--- src/rtl/nrisc_flow_ctrl_if.sv ---
// nrisc_flow_ctrl_if: decoder-to-flow-unit control bundle and flow-unit status
interface nrisc_flow_ctrl_if #(
  parameter int TAM    = 16,
  parameter int NStack = 8,
  parameter int NFlags = 3
);
  localparam int DW = $clog2(NStack + 1);
  logic [2:0]        op;
  logic [TAM-1:0]    target;
  logic [NFlags-1:0] cond_mask;
  logic              cond_neg;
  logic [NFlags-1:0] flags_in;
  logic              irq_req;
  logic              ie_wr;
  logic              ie_val;
  logic [TAM-1:0]    pc;
  logic [NFlags-1:0] flags_out;
  logic              flags_restore;
  logic              irq_ack;
  logic              ie;
  logic [DW-1:0]     depth;
  logic              stack_full;
  logic              stack_empty;
  logic              stack_err;
  modport master (
    output op, target, cond_mask, cond_neg, flags_in, irq_req, ie_wr, ie_val,
    input  pc, flags_out, flags_restore, irq_ack, ie, depth, stack_full, stack_empty, stack_err
  );
  modport slave (
    input  op, target, cond_mask, cond_neg, flags_in, irq_req, ie_wr, ie_val,
    output pc, flags_out, flags_restore, irq_ack, ie, depth, stack_full, stack_empty, stack_err
  );
endinterface

--- src/rtl/nrisc_flow_ctrl.sv ---
// nrisc_flow_ctrl: PC, return/flag stack, conditional branch and vectored interrupt entry
module nrisc_flow_ctrl #(
  parameter int             TAM     = 16,
  parameter int             NStack  = 8,
  parameter int             NFlags  = 3,
  parameter logic [TAM-1:0] RST_VEC = '0,
  parameter logic [TAM-1:0] IRQ_VEC = TAM'(4)
) (
  input logic              clk,
  input logic              rst,
  nrisc_flow_ctrl_if.slave bus
);
  localparam int DW = $clog2(NStack + 1);
  localparam int AW = $clog2(NStack);
  typedef enum logic [2:0] {
    OP_INC, OP_HOLD, OP_JUMP, OP_BRANCH, OP_CALL, OP_RET, OP_RETI, OP_RSV
  } op_t;
  op_t               op;
  logic [TAM-1:0]    pc_q, pc_d, nxt, seq_pc, push_addr;
  logic [DW-1:0]     depth_q, depth_d;
  logic [AW-1:0]     top, wr_idx;
  logic [TAM-1:0]    stk_addr [NStack];
  logic [NFlags-1:0] stk_flg  [NStack];
  logic [NFlags-1:0] fo_q;
  logic              full, empty, taken, is_ret, irq_ok, do_call, do_pop, do_reti, push, err;
  logic              ie_q, ie_d, err_q, fr_q, ack_q;
  assign op     = op_t'(bus.op);
  assign full   = depth_q == DW'(NStack);
  assign empty  = depth_q == '0;
  assign top    = AW'(depth_q - 1'b1);
  assign wr_idx = AW'(depth_q);
  // next-state decode; interrupt entry borrows the address the sequential op would have produced
  always_comb begin
    nxt       = pc_q + 1'b1;
    taken     = (|(bus.flags_in & bus.cond_mask)) ^ bus.cond_neg;
    seq_pc    = op == OP_INC ? nxt : op == OP_JUMP ? bus.target :
                op == OP_BRANCH ? (taken ? bus.target : nxt) : pc_q;
    is_ret    = op == OP_RET || op == OP_RETI;
    irq_ok    = ie_q && bus.irq_req && op <= OP_BRANCH && !full;
    do_call   = op == OP_CALL && !full;
    do_pop    = is_ret && !empty;
    do_reti   = do_pop && op == OP_RETI;
    push      = irq_ok || do_call;
    err       = (op == OP_CALL && full) || (is_ret && empty);
    push_addr = irq_ok ? seq_pc : nxt;
    pc_d      = irq_ok ? IRQ_VEC : do_call ? bus.target : do_pop ? stk_addr[top] : seq_pc;
    depth_d   = push ? depth_q + 1'b1 : do_pop ? depth_q - 1'b1 : depth_q;
    ie_d      = bus.ie_wr ? bus.ie_val : irq_ok ? 1'b0 : do_reti ? 1'b1 : ie_q;
  end
  // control state; reset empties the stack by clearing depth
  always_ff @(posedge clk or negedge rst) begin
    if (!rst) begin
      pc_q    <= RST_VEC;
      depth_q <= '0;
      ie_q    <= 1'b0;
      err_q   <= 1'b0;
      fo_q    <= '0;
      fr_q    <= 1'b0;
      ack_q   <= 1'b0;
    end else begin
      pc_q    <= pc_d;
      depth_q <= depth_d;
      ie_q    <= ie_d;
      err_q   <= err_q | err;
      fo_q    <= do_reti ? stk_flg[top] : fo_q;
      fr_q    <= do_reti;
      ack_q   <= irq_ok;
    end
  end
  // stack storage needs no reset; entries above depth are never read
  always_ff @(posedge clk) begin
    if (push) begin
      stk_addr[wr_idx] <= push_addr;
      stk_flg[wr_idx]  <= bus.flags_in;
    end
  end
  assign bus.pc            = pc_q;
  assign bus.depth         = depth_q;
  assign bus.ie            = ie_q;
  assign bus.stack_err     = err_q;
  assign bus.flags_out     = fo_q;
  assign bus.flags_restore = fr_q;
  assign bus.irq_ack       = ack_q;
  assign bus.stack_full    = full;
  assign bus.stack_empty   = empty;
endmodule

--- src/flat_wrapper.sv ---
// flat-port wrapper written by rule: the top's interface ports become plain ports
module nrisc_flow_ctrl_flat 
#(
  parameter int             TAM     = 16,
  parameter int             NStack  = 8,
  parameter int             NFlags  = 3,
  parameter logic [TAM-1:0] RST_VEC = '0,
  parameter logic [TAM-1:0] IRQ_VEC = TAM'(4)
)
  (clk, rst, bus_op, bus_target, bus_cond_mask, bus_cond_neg, bus_flags_in, bus_irq_req, bus_ie_wr, bus_ie_val, bus_pc, bus_flags_out, bus_flags_restore, bus_irq_ack, bus_ie, bus_depth, bus_stack_full, bus_stack_empty, bus_stack_err);
  nrisc_flow_ctrl_if #(.TAM(TAM), .NStack(NStack), .NFlags(NFlags)) bus_i ();
  input logic clk;
  input logic rst;
  input wire logic [$bits(bus_i.op)-1:0] bus_op;
  input wire logic [$bits(bus_i.target)-1:0] bus_target;
  input wire logic [$bits(bus_i.cond_mask)-1:0] bus_cond_mask;
  input wire logic [$bits(bus_i.cond_neg)-1:0] bus_cond_neg;
  input wire logic [$bits(bus_i.flags_in)-1:0] bus_flags_in;
  input wire logic [$bits(bus_i.irq_req)-1:0] bus_irq_req;
  input wire logic [$bits(bus_i.ie_wr)-1:0] bus_ie_wr;
  input wire logic [$bits(bus_i.ie_val)-1:0] bus_ie_val;
  output wire logic [$bits(bus_i.pc)-1:0] bus_pc;
  output wire logic [$bits(bus_i.flags_out)-1:0] bus_flags_out;
  output wire logic [$bits(bus_i.flags_restore)-1:0] bus_flags_restore;
  output wire logic [$bits(bus_i.irq_ack)-1:0] bus_irq_ack;
  output wire logic [$bits(bus_i.ie)-1:0] bus_ie;
  output wire logic [$bits(bus_i.depth)-1:0] bus_depth;
  output wire logic [$bits(bus_i.stack_full)-1:0] bus_stack_full;
  output wire logic [$bits(bus_i.stack_empty)-1:0] bus_stack_empty;
  output wire logic [$bits(bus_i.stack_err)-1:0] bus_stack_err;
  assign bus_i.op = bus_op;
  assign bus_i.target = bus_target;
  assign bus_i.cond_mask = bus_cond_mask;
  assign bus_i.cond_neg = bus_cond_neg;
  assign bus_i.flags_in = bus_flags_in;
  assign bus_i.irq_req = bus_irq_req;
  assign bus_i.ie_wr = bus_ie_wr;
  assign bus_i.ie_val = bus_ie_val;
  assign bus_pc = bus_i.pc;
  assign bus_flags_out = bus_i.flags_out;
  assign bus_flags_restore = bus_i.flags_restore;
  assign bus_irq_ack = bus_i.irq_ack;
  assign bus_ie = bus_i.ie;
  assign bus_depth = bus_i.depth;
  assign bus_stack_full = bus_i.stack_full;
  assign bus_stack_empty = bus_i.stack_empty;
  assign bus_stack_err = bus_i.stack_err;
  nrisc_flow_ctrl #(.TAM(TAM), .NStack(NStack), .NFlags(NFlags), .RST_VEC(RST_VEC), .IRQ_VEC(IRQ_VEC)) u_core (.clk(clk), .rst(rst), .bus(bus_i));
endmodule
--- config.mk ---
export PLATFORM = sky130hd
export DESIGN_NAME = nrisc_flow_ctrl_flat
export DESIGN_NICKNAME = d
export VERILOG_FILES = /design/src/rtl/nrisc_flow_ctrl_if.sv /design/src/rtl/nrisc_flow_ctrl.sv /design/src/flat_wrapper.sv
export SDC_FILE = /design/constraint.sdc
export NUM_CORES = 1
export LEC_CHECK = 0
export CAP_MARGIN = 25
export CORE_MARGIN = 3
export CORE_UTILIZATION = 56
export CTS_CLUSTER_SIZE = 28
export DETAILED_ROUTE_END_ITERATION = 8
export PLACE_DENSITY = 0.83
export RECOVER_POWER = 100
export SLEW_MARGIN = 20
export SYNTH_ARGS = -nofsm -noshare
export SYNTH_HDL_FRONTEND = slang
export SYNTH_SLANG_ARGS = --single-unit
export TNS_END_PERCENT = 5
--- constraint.sdc ---
create_clock -name clk -period 5 [get_ports clk]
set_clock_uncertainty 0.15 [all_clocks]
set_input_delay 1 -clock clk [delete_from_list [all_inputs] [get_ports clk]]
set_output_delay 1 -clock clk [all_outputs]
set_load 0.05 [all_outputs]
=== After elaboration in Yosys (flattened, before gate mapping) ===
Memory sizes are Yosys's and may differ from the RTL's. A register that Yosys moved wholly into a read port is not among the register bits.
Cells that the tools add are included.

* Flip-flop bits (word level): 24
* RAM bits: 152
* Input bits: 31
* Output and inout port bits: 29
* Logic and storage cells: 55
* Memories: 2

* Add/subtract/negate cells: 3
* Order comparisons: 1
* Eq/ne operators: 6
* Multiplexer cells: 15
* Bitwise logic cells: 3
* Reductions and logical operators: 19

{| class="wikitable"
|+ Memory list
! name !! depth !! bits a word !! read ports !! clocked after Yosys merged registers in !! wr ports !! line !! text
|-
| u_core.stk_addr || 8 || 16 || 1 || 0 || 1 || nrisc_flow_ctrl.sv:22 || <nowiki>logic [TAM-1:0] stk_addr [NStack];</nowiki>
|-
| u_core.stk_flg || 8 || 3 || 1 || 1 || 1 || nrisc_flow_ctrl.sv:23 || <nowiki>logic [NFlags-1:0] stk_flg [NStack];</nowiki>
|}

{| class="wikitable"
|+ Operators by type and width
! operator !! count
|-
| 16-bit 2-to-1 mux || 8
|-
| 16-bit by 1-bit adder with 16-bit output, second input constant || 1
|-
| 3-bit == test, second input constant || 3
|-
| 1-bit logical AND || 8
|-
| 4-bit 2-to-1 mux || 2
|-
| 3-bit by 2-bit == test with 1-bit output, second input constant || 2
|-
| 1-bit 2-to-1 mux || 5
|-
| 4-bit by 1-bit adder with 4-bit output, second input constant || 1
|-
| 4-bit == test, second input constant || 1
|-
| 4-bit logical NOT || 1
|-
| 4-bit by 1-bit subtractor with 4-bit output, second input constant || 1
|-
| 3-bit bitwise AND || 1
|-
| 3-bit by 2-bit <= comparator with 1-bit output, second input constant || 1
|-
| 1-bit logical NOT || 3
|-
| 3-bit logical NOT || 1
|-
| 1-bit logical OR || 3
|-
| 3-bit nonzero test || 1
|-
| 3-bit OR reduction || 1
|-
| 2-bit nonzero test || 1
|-
| 1-bit bitwise OR || 1
|-
| 1-bit XOR || 1
|}

=== Longest topological paths before layout ===
* Depth in word-level cells: 10
* Gate-level depth with buffers: 11
* Mapped depth without buffers: 8

=== Least setup slack after synthesis ===
Ideal clock, no wire load.

* Path kind: register -> register
* Start: reg u_core.depth_q[0], in the netlist u_core.bus.depth[0]
* End: mem u_core.stk_addr[2][0], enable pin
* Library setup time: 0.444 ns
* Data arrival time: 4.310 ns
* Data required time: 4.406 ns
* Setup slack: 0.096 ns
* Stages on the path, launching flop included: 10
* Buffers on the path: 2
* Period minus slack after synthesis: 4.904 ns
* Cells stage by stage: dfrtp_1 > buf_2 > buf_1 > inv_1 > ha_1 > nand3b_1 > inv_1 > nor2_1 > nor2_1 > nor4_1

* Cells in the longest elaborated chain, start to end: 6
* Elaborated cells on any way between the ends: 7
* Those cells by class: eq/ne (1); mux (2); reduce/logical (4)

{| class="wikitable"
|+ RTL lines
! what !! line !! text
|-
| from (decl) || nrisc_flow_ctrl.sv:20 || <nowiki>logic [DW-1:0] depth_q, depth_d;</nowiki>
|-
| from (signal assigned) || nrisc_flow_ctrl.sv:62 || <nowiki>depth_q <= depth_d;</nowiki>
|-
| 4-bit == test (*) || nrisc_flow_ctrl.sv:28 || <nowiki>assign full = depth_q == DW'(NStack);</nowiki>
|-
| via bus_stack_full || flat_wrapper.sv:28 || <nowiki>output wire logic [$bits(bus_i.stack_full)-1:0] bus_stack_full;</nowiki>
|-
| 1-bit logical NOT (*) || nrisc_flow_ctrl.sv:39, nrisc_flow_ctrl.sv:40 ||
|-
| 1-bit logical AND (on tied branches) || nrisc_flow_ctrl.sv:39, nrisc_flow_ctrl.sv:40 ||
|-
| 1-bit logical OR (*) || nrisc_flow_ctrl.sv:43 || <nowiki>push = irq_ok || do_call;</nowiki>
|-
| 1-bit 2-to-1 mux (*) || nrisc_flow_ctrl.sv:72 || <nowiki>if (push) begin</nowiki>
|-
| 1-bit 2-to-1 mux (implied by the code) (*) || nrisc_flow_ctrl.sv:73 || <nowiki>stk_addr[wr_idx] <= push_addr;</nowiki>
|-
| to (decl) || nrisc_flow_ctrl.sv:22 ||
|}

The timed path passes the listed nets; every way through them passes the cells marked *.

=== Worst setup path in the final report ===
* Start: in bus_flags_in[0]
* End: mem u_core.stk_addr[7][2] (data pin)

* Cells in the longest elaborated chain, start to end: 8

{| class="wikitable"
|+ RTL lines
! what !! line !! text
|-
| from (decl) || flat_wrapper.sv:18 || <nowiki>input wire logic [$bits(bus_i.flags_in)-1:0] bus_flags_in;</nowiki>
|-
| 3-bit bitwise AND || nrisc_flow_ctrl.sv:35 || <nowiki>taken = (|(bus.flags_in & bus.cond_mask)) ^ bus.cond_neg;</nowiki>
|-
| 3-bit OR reduction || nrisc_flow_ctrl.sv:35 ||
|-
| 1-bit XOR || nrisc_flow_ctrl.sv:35 ||
|-
| 16-bit 2-to-1 mux (2 in a row) || nrisc_flow_ctrl.sv:37 || <nowiki>op == OP_BRANCH ? (taken ? bus.target : nxt) : pc_q;</nowiki>
|-
| 16-bit 2-to-1 mux (2 in a row) || nrisc_flow_ctrl.sv:36 || <nowiki>seq_pc = op == OP_INC ? nxt : op == OP_JUMP ? bus.target :</nowiki>
|-
| 16-bit 2-to-1 mux || nrisc_flow_ctrl.sv:45 || <nowiki>push_addr = irq_ok ? seq_pc : nxt;</nowiki>
|-
| via u_core.push_addr[2] || nrisc_flow_ctrl.sv:19 || <nowiki>logic [TAM-1:0] pc_q, pc_d, nxt, seq_pc, push_addr;</nowiki>
|}

The timed path passes the listed nets, and every way through them passes these cells.

==> flow_metrics.py <==
metrics = {
    "critical_path": {
        "critPathLaunchType": "primary input",
        "r2r_start": "u_core.bus.depth[1]",
        "crit_type": "primary input to register",
        "endpoint_kind": "register",
        "critPathArrivalTime_ns": 4.47,
        "path_common_cell": "clkbuf_1",
        "critPathLaunch": "bus_flags_in[0]",
        "critPathTopFamily": "compound AO/OA/AOI/OAI gates",
        "cp_num_buf_inv": 3,
        "worstPathRequired_ns": 5.06,
        "crit_slowest_cell": "dlygate4sd3_1",
        "crit_chain": "dlygate4sd3_1 -> a222oi_1 -> clkbuf_1 -> mux2_1 -> o21ai_0 -> a21oi_1 -> a311oi_1 -> clkbuf_1",
        "critPathMaxStageDelay_ns": 0.64,
        "critPathMaxFanout": 9,
    },
    "synth": {
        "synth_edf_count": 152,
        "synth_top_area_share_pct": 56.5,
        "syn_nets": 583,
        "yosys_warnings": 0,
        "synthFlopType": "edfxtp_1",
        "seq_area_frac_synth_pct": 64.9,
        "syn_area_mm2": 0.00808,
        "synth_area_leader_cell": "edfxtp_1",
        "syn_avg_cell_area_um2": 14.7,
        "synth-async-reset-ratio_pct": 15.1,
        "synthTopCellsByArea": "edfxtp_1 57%, mux4_2 11%, dfrtp_1 8.4%, nand2_1 2.5%, a21oi_1 1.8%",
        "synth.ff_latch_count": 179,
        "synthCells": 549,
        "netlist-cell-type-count": 67,
    },
    "layout": {
        "layout_commonest_cell": "edfxtp_1",
        "diodes": 0,
        "finalNonFillerCells": 810,
        "final_cell_mix": "152 x edfxtp_1, 54 x nand2_1, 38 x mux4_2, 35 x dlygate4sd3_1, 29 x a21oi_1",
        "num-nets-final": 652,
        "drive_gt1_share_pct": 15.6,
        "syn_to_final_growth_pct": 18.1,
    },
    "global_route": {
        "grt_remaining_overflow": 0,
        "grt_first_pass_wirelength_mm": 32.5,
        "grt_pass1_vias": 5515,
        "antenna_found_initial": 0,
        "track_usage_pct": 27.1,
        "grt_start_max_net_pins": 47,
    },
    "hold_path": {
        "hold_path.startpoint": "u_core.bus.stack_err",
        "hp-class": "register to register",
    },
    "clock_tree": {
        "cts_root_buf": "clkbuf_16",
        "htree_levels": 4,
        "postCtsHoldBufs": 0,
        "tritoncts": "built",
        "cts_buffers": 17,
        "worstSkewPairLatency_ns": 0.42,
        "clockBufferDepth": 2,
        "post_cts_buffers": 0,
        "cts_resized": 0,
        "clk_pin_slew_ns": 0.06,
        "clock_sink_count": 179,
    },
    "drt": {
        "drc_errors": 0,
        "drt_first_pass_iters": 5,
        "vias_per_cell": 6.78,
        "detail-route-antenna-nets": 0,
        "via_count": 5493,
        "drt_iter0_markers": 937,
        "drt-total-wl_mm": 20.7,
        "wl_per_cell_um": 25.5,
    },
    "sta": {
        "min_period_ns": 4.41,
        "worst_pin_slew_ns": 1.76,
        "finalHoldViolations": 0,
        "min_period_over_period_pct": 88.3,
        "rsz0062_at_grt": "no",
        "fmax_mhz": 227,
        "drv_slew": 75,
        "finalSetupTns_ns": 0,
        "relSlewSlack_pct": -17.3,
        "hold_slack_ns": 0.319,
        "setup_viol_count_final": 0,
    },
    "floorplan": {
        "rows": 43,
        "num_io_pins": 60,
        "die_width_um": 126,
        "dieArea_mm2": 0.0159,
        "start_util_pct": 57.7,
        "core_mm2": 0.0140,
        "die_y_um": 126,
    },
    "placed_design": {
        "portBuffers": 59,
        "hpwl_mm": 12.8,
        "dpl.cell_count": 778,
        "gp_congestion": 0.945,
    },
    "power": {
        "ir_drop_mv": 0.267,
        "p_sw_share_pct": 37.8,
        "p_comb_share_pct": 40.4,
        "internal_power_uw": 3860,
        "power_uw": 6200,
        "seq_power_share_pct": 35.8,
        "power_leakage_uw": 0.00325,
        "clkPwrFrac_pct": 23.8,
        "power.switching_uw": 2340,
        "p_per_area_mw_per_mm2": 650,
    },
    "run_status": {
        "violations": "capacitance limit, slew limit",
        "status": "finished with violations",
    },
    "job": {
        "max_cap_violations": 2,
    },
}
cells in the mapped netlist (all sizes together) (3+ instances only):
master,instances
o22ai,10
a211oi,3
inv,12
xor2,5
o211ai,6
a22o,3
edfxtp,152
a22oi,10
o221ai,3
nor3,11
o21a,3
o21ai,21
a31oi,16
buf,10
nand4,4
or3,3
nor3b,3
nand2b,7
nor2b,3
o31ai,3
dfrtp,27
mux2i,8
xnor2,10
nor2,16
nand2,54
mux4,38
nand3,11
a21oi,30
nor4,8
a21o,3
clkbuf,22
ha,3
cell type report:
cell class,count,area (µm²)
sequential,179,5240
fill,910,4450
multi-input combinational,326,2650
timing repair buffer,82,727
clock buffer,17,425
clock inverter,14,233
tap,180,225
inverter,12,45.0
power by group through the flow:
| stage | Combinational [µW] | Clock, µW | Sequential [µW] |
|---|---|---|---|
| finish | 2510 | 1480 | 2220 |
| global route | 2680 | 1560 | 2240 |
| CTS | 2530 | 1490 | 2220 |
| detailed placement | 2490 | 0 | 2240 |
| global placement | 2410 | 0 | 2220 |
| floorplan | 1410 | 0 | 2490 |
sequential cells by signal, summed over array words and instances, names as in the netlist:
register / cells
u_core.bus.depth: 4
u_core.bus.flags_out: 3
u_core.bus.flags_restore: 1
u_core.bus.ie: 1
u_core.bus.irq_ack: 1
u_core.bus.pc: 16
u_core.bus.stack_err: 1
u_core.stk_addr: 128
u_core.stk_flg: 24
logic make-up (layout without fill, tap and decap cells):
family,count (synthesis),count (layout),share of synthesized area [%]
flip-flops,179,179,64.9
AND/OR/NAND/NOR,132,132,8.07
buffers and inverters,44,125,2.52
AO/OA/AOI/OAI,128,128,10.5
XOR/XNOR,15,15,1.63
multiplexers,48,48,11.9
adder cells (fa/ha/maj),3,3,0.465
worst min-delay path, stage by stage, from the launching register on:
cell	delay (ns)
dfrtp_1	0.34
inv_1	0.04
o31ai_1	0.05
final timing paths:
kind                                           to  slack, ns  cells after the start
hold reg to reg              u_core.bus.stack_err       0.32                      2
setup / recovery            u_core.stk_addr[7][2]       0.59                      8
hold / removal               u_core.bus.stack_err       0.32                      2
min in group asynchronous        u_core.bus.pc[4]       1.35                      2
max in group asynchronous     u_core.bus.depth[0]       2.32                      2
setup reg to reg           u_core.stk_addr[0][14]       1.15                      8
routing by layer:
layer  wire (µm)  GRT usage [%]  share of wire (%)
met4         610           10.7                3.0
met1        8120           39.3                 39
met3        2160           6.23                 10
met2        9760           40.7                 47
met5           0              0                  0
per-stage QoR:
step / setup slack [ns] / utilization (%) / instance area, µm²
detailed placement: 0.623 / 63.9 / 8930
global placement: 0.836 / 63.9 / 8930
CTS: 1.01 / 68.6 / 9590
finish: 0.586 / 68.2 / 9540
global route: 0.464 / 68.2 / 9540
floorplan: 0.0964 / - / 8080
No activity file was read; power rests on OpenSTA's default activity.
==> patch (same flow settings) <==
`NFlags` is set to 3 in 3 places; all go to 6.
--- a/src/rtl/nrisc_flow_ctrl_if.sv
+++ b/src/rtl/nrisc_flow_ctrl_if.sv
@@ -2,7 +2,7 @@
 interface nrisc_flow_ctrl_if #(
   parameter int TAM    = 16,
   parameter int NStack = 8,
-  parameter int NFlags = 3
+  parameter int NFlags = 6
 );
   localparam int DW = $clog2(NStack + 1);
   logic [2:0]        op;
--- a/src/rtl/nrisc_flow_ctrl.sv
+++ b/src/rtl/nrisc_flow_ctrl.sv
@@ -2,7 +2,7 @@
 module nrisc_flow_ctrl #(
   parameter int             TAM     = 16,
   parameter int             NStack  = 8,
-  parameter int             NFlags  = 3,
+  parameter int             NFlags  = 6,
   parameter logic [TAM-1:0] RST_VEC = '0,
   parameter logic [TAM-1:0] IRQ_VEC = TAM'(4)
 ) (
--- a/src/flat_wrapper.sv
+++ b/src/flat_wrapper.sv
@@ -3,7 +3,7 @@
 #(
   parameter int             TAM     = 16,
   parameter int             NStack  = 8,
-  parameter int             NFlags  = 3,
+  parameter int             NFlags  = 6,
   parameter logic [TAM-1:0] RST_VEC = '0,
   parameter logic [TAM-1:0] IRQ_VEC = TAM'(4)
 )
Interface: changed (resized bus_cond_mask, bus_flags_in and bus_flags_out); port bits go from 60 to 69. The function was not compared with the original's and may differ.
==> patch against the unedited design <==
  * The flow still finishes with violations (capacitance limit, slew limit)
  * Cell area is 11% higher
  * Synthesized cell count is 0.18% higher
  * Worst setup slack improved by 92 ps
  * Global-route usage is 1.7 points lower
  * Critical path type unchanged
  * Utilization rose by 0.35 points
  * Synthesized area is 11% higher
  * Maximum frequency is 2.1% higher
  * Total power up 6.9%
  * Sequential cell count rose by 27
  * Wire length increased by 7.6%
  * Cell count rose by 5.3%
  * Highest routed layer unchanged
==> patch: results <==
cells_and_area:
  n_fill_cell: 1000
  largest_register: "u_core.stk_addr"
  drive_gt1_frac: 0.1729
  nets: 667
clocking:
  numCtsBuffers: 21
  htree_levels: 1
  ctsLongestPathBuffers: 3
  insertion_delay_ps: 490
yosys:
  synth_edf_count: 176
  async_reset_ff_frac: 0.1456
  ys_seq_area_frac: 0.6706
  syn_nets: 590
  synthTopCellsByCount: "edfxtp_1, mux4_2, dfrtp_1, nand2_1"
  synthTopCellsByArea: "edfxtp_1, mux4_2, dfrtp_1, mux2i_1, a22oi_1"
timing:
  maxSlewViolCount: 54
  hold-worst-slack_ps: 320.9
  tightest_slew_ps: 1966
  final-hold-violation-count: 0
placed_design:
  placed_area_sq_um: 9965
  dp_hpwl_um: 13720
  gp_congestion: 0.9104
  io_buffers: 68
global_route:
  grt_pass1_wl_um: 34320
  grt_pass1_vias: 5713
  antenna_found_initial: 0
  grt.met3_usage: 0.03764
  met2_usage: 0.3945
  grt_max_degree: 51
  grt_util_met1: 0.3812
worst_hold_path:
  whs_path_depth: 2
pwr:
  irDropWorstVdd_uv: 476.1
  pwr-share-clk: 0.235
  p_sw_mw: 2.420
  pg_seq_mw: 2.47
  power.density_nw_per_um2: 624.6
  p_leak_nw: 3.695
outcome:
  violations: "capacitance limit, slew limit"
  outcome: "finished with violations"
route:
  detail_route.wl_per_cell_um: 26.05
  avgViaCountPerCell: 6.688
  drt_iter0_drc: 698
  route.met2.wl_um: 10450
  dr_wl_met3_um: 1970
  wl_met1_um: 9179
setup_path:
  r2r_end: "u_core.stk_flg[4][3]"
  rrSetupSlack_ps: 880
job:
  cap_violations: 2
## patch: per-stage QoR
step | utilization | setup slack [ps] | std cells
floorplan | - | 471.0 | 550
global placement | 0.6436 | 862.1 | 814
detailed placement | 0.6436 | 773.2 | 814
CTS | 0.6883 | 1223 | 852
global route | 0.6857 | 505.1 | 853
finish | 0.6857 | 677.7 | 853
## patch: critical path, cell delays in order
cell	delay [ps]
dlygate4sd3_1	670
inv_1	130
nand4_1	110
inv_1	470
o21ai_0	420
nor3_2	210
clkbuf_1	1220
## patch: logic make-up after synthesis
group / after synthesis / synth area share
flip-flops: 206 / 0.6706
AO/OA/AOI/OAI: 116 / 0.09258
AND/OR/NAND/NOR: 101 / 0.05838
multiplexers: 70 / 0.1403
buffers and inverters: 42 / 0.02238
XOR/XNOR: 12 / 0.01168
adder cells (fa/ha/maj): 3 / 0.004171
## patch: worst max path at each step
stage / start / to / slack [ps] / depth (start not counted)
2_1_floorplan: u_core.bus.depth[0] / u_core.stk_addr[1][0] / 470 / 11
3_3_place_gp: bus_flags_in[3] / u_core.stk_addr[5][7] / 860 / 6
3_5_place_dp: bus_flags_in[3] / u_core.stk_addr[3][8] / 770 / 6
4_1_cts: bus_flags_in[2] / u_core.stk_addr[1][5] / 1220 / 6
5_1_grt: bus_flags_in[1] / u_core.stk_addr[4][5] / 510 / 6
6_report: bus_op[2] / u_core.stk_flg[4][3] / 680 / 7
## patch: area by class of cell
cell class / count / area (sq um) / share of cell area
flip-flops and latches: 206 / 6037 / 0.5686
clock inverters: 10 / 111.4 / 0.01049
repair buffers: 87 / 812.0 / 0.07648
inverters: 9 / 33.78 / 0.003182
well taps: 211 / 264.0 / 0.02486
multi-input cells: 302 / 2778 / 0.2616
clock buffers: 28 / 581.8 / 0.05480
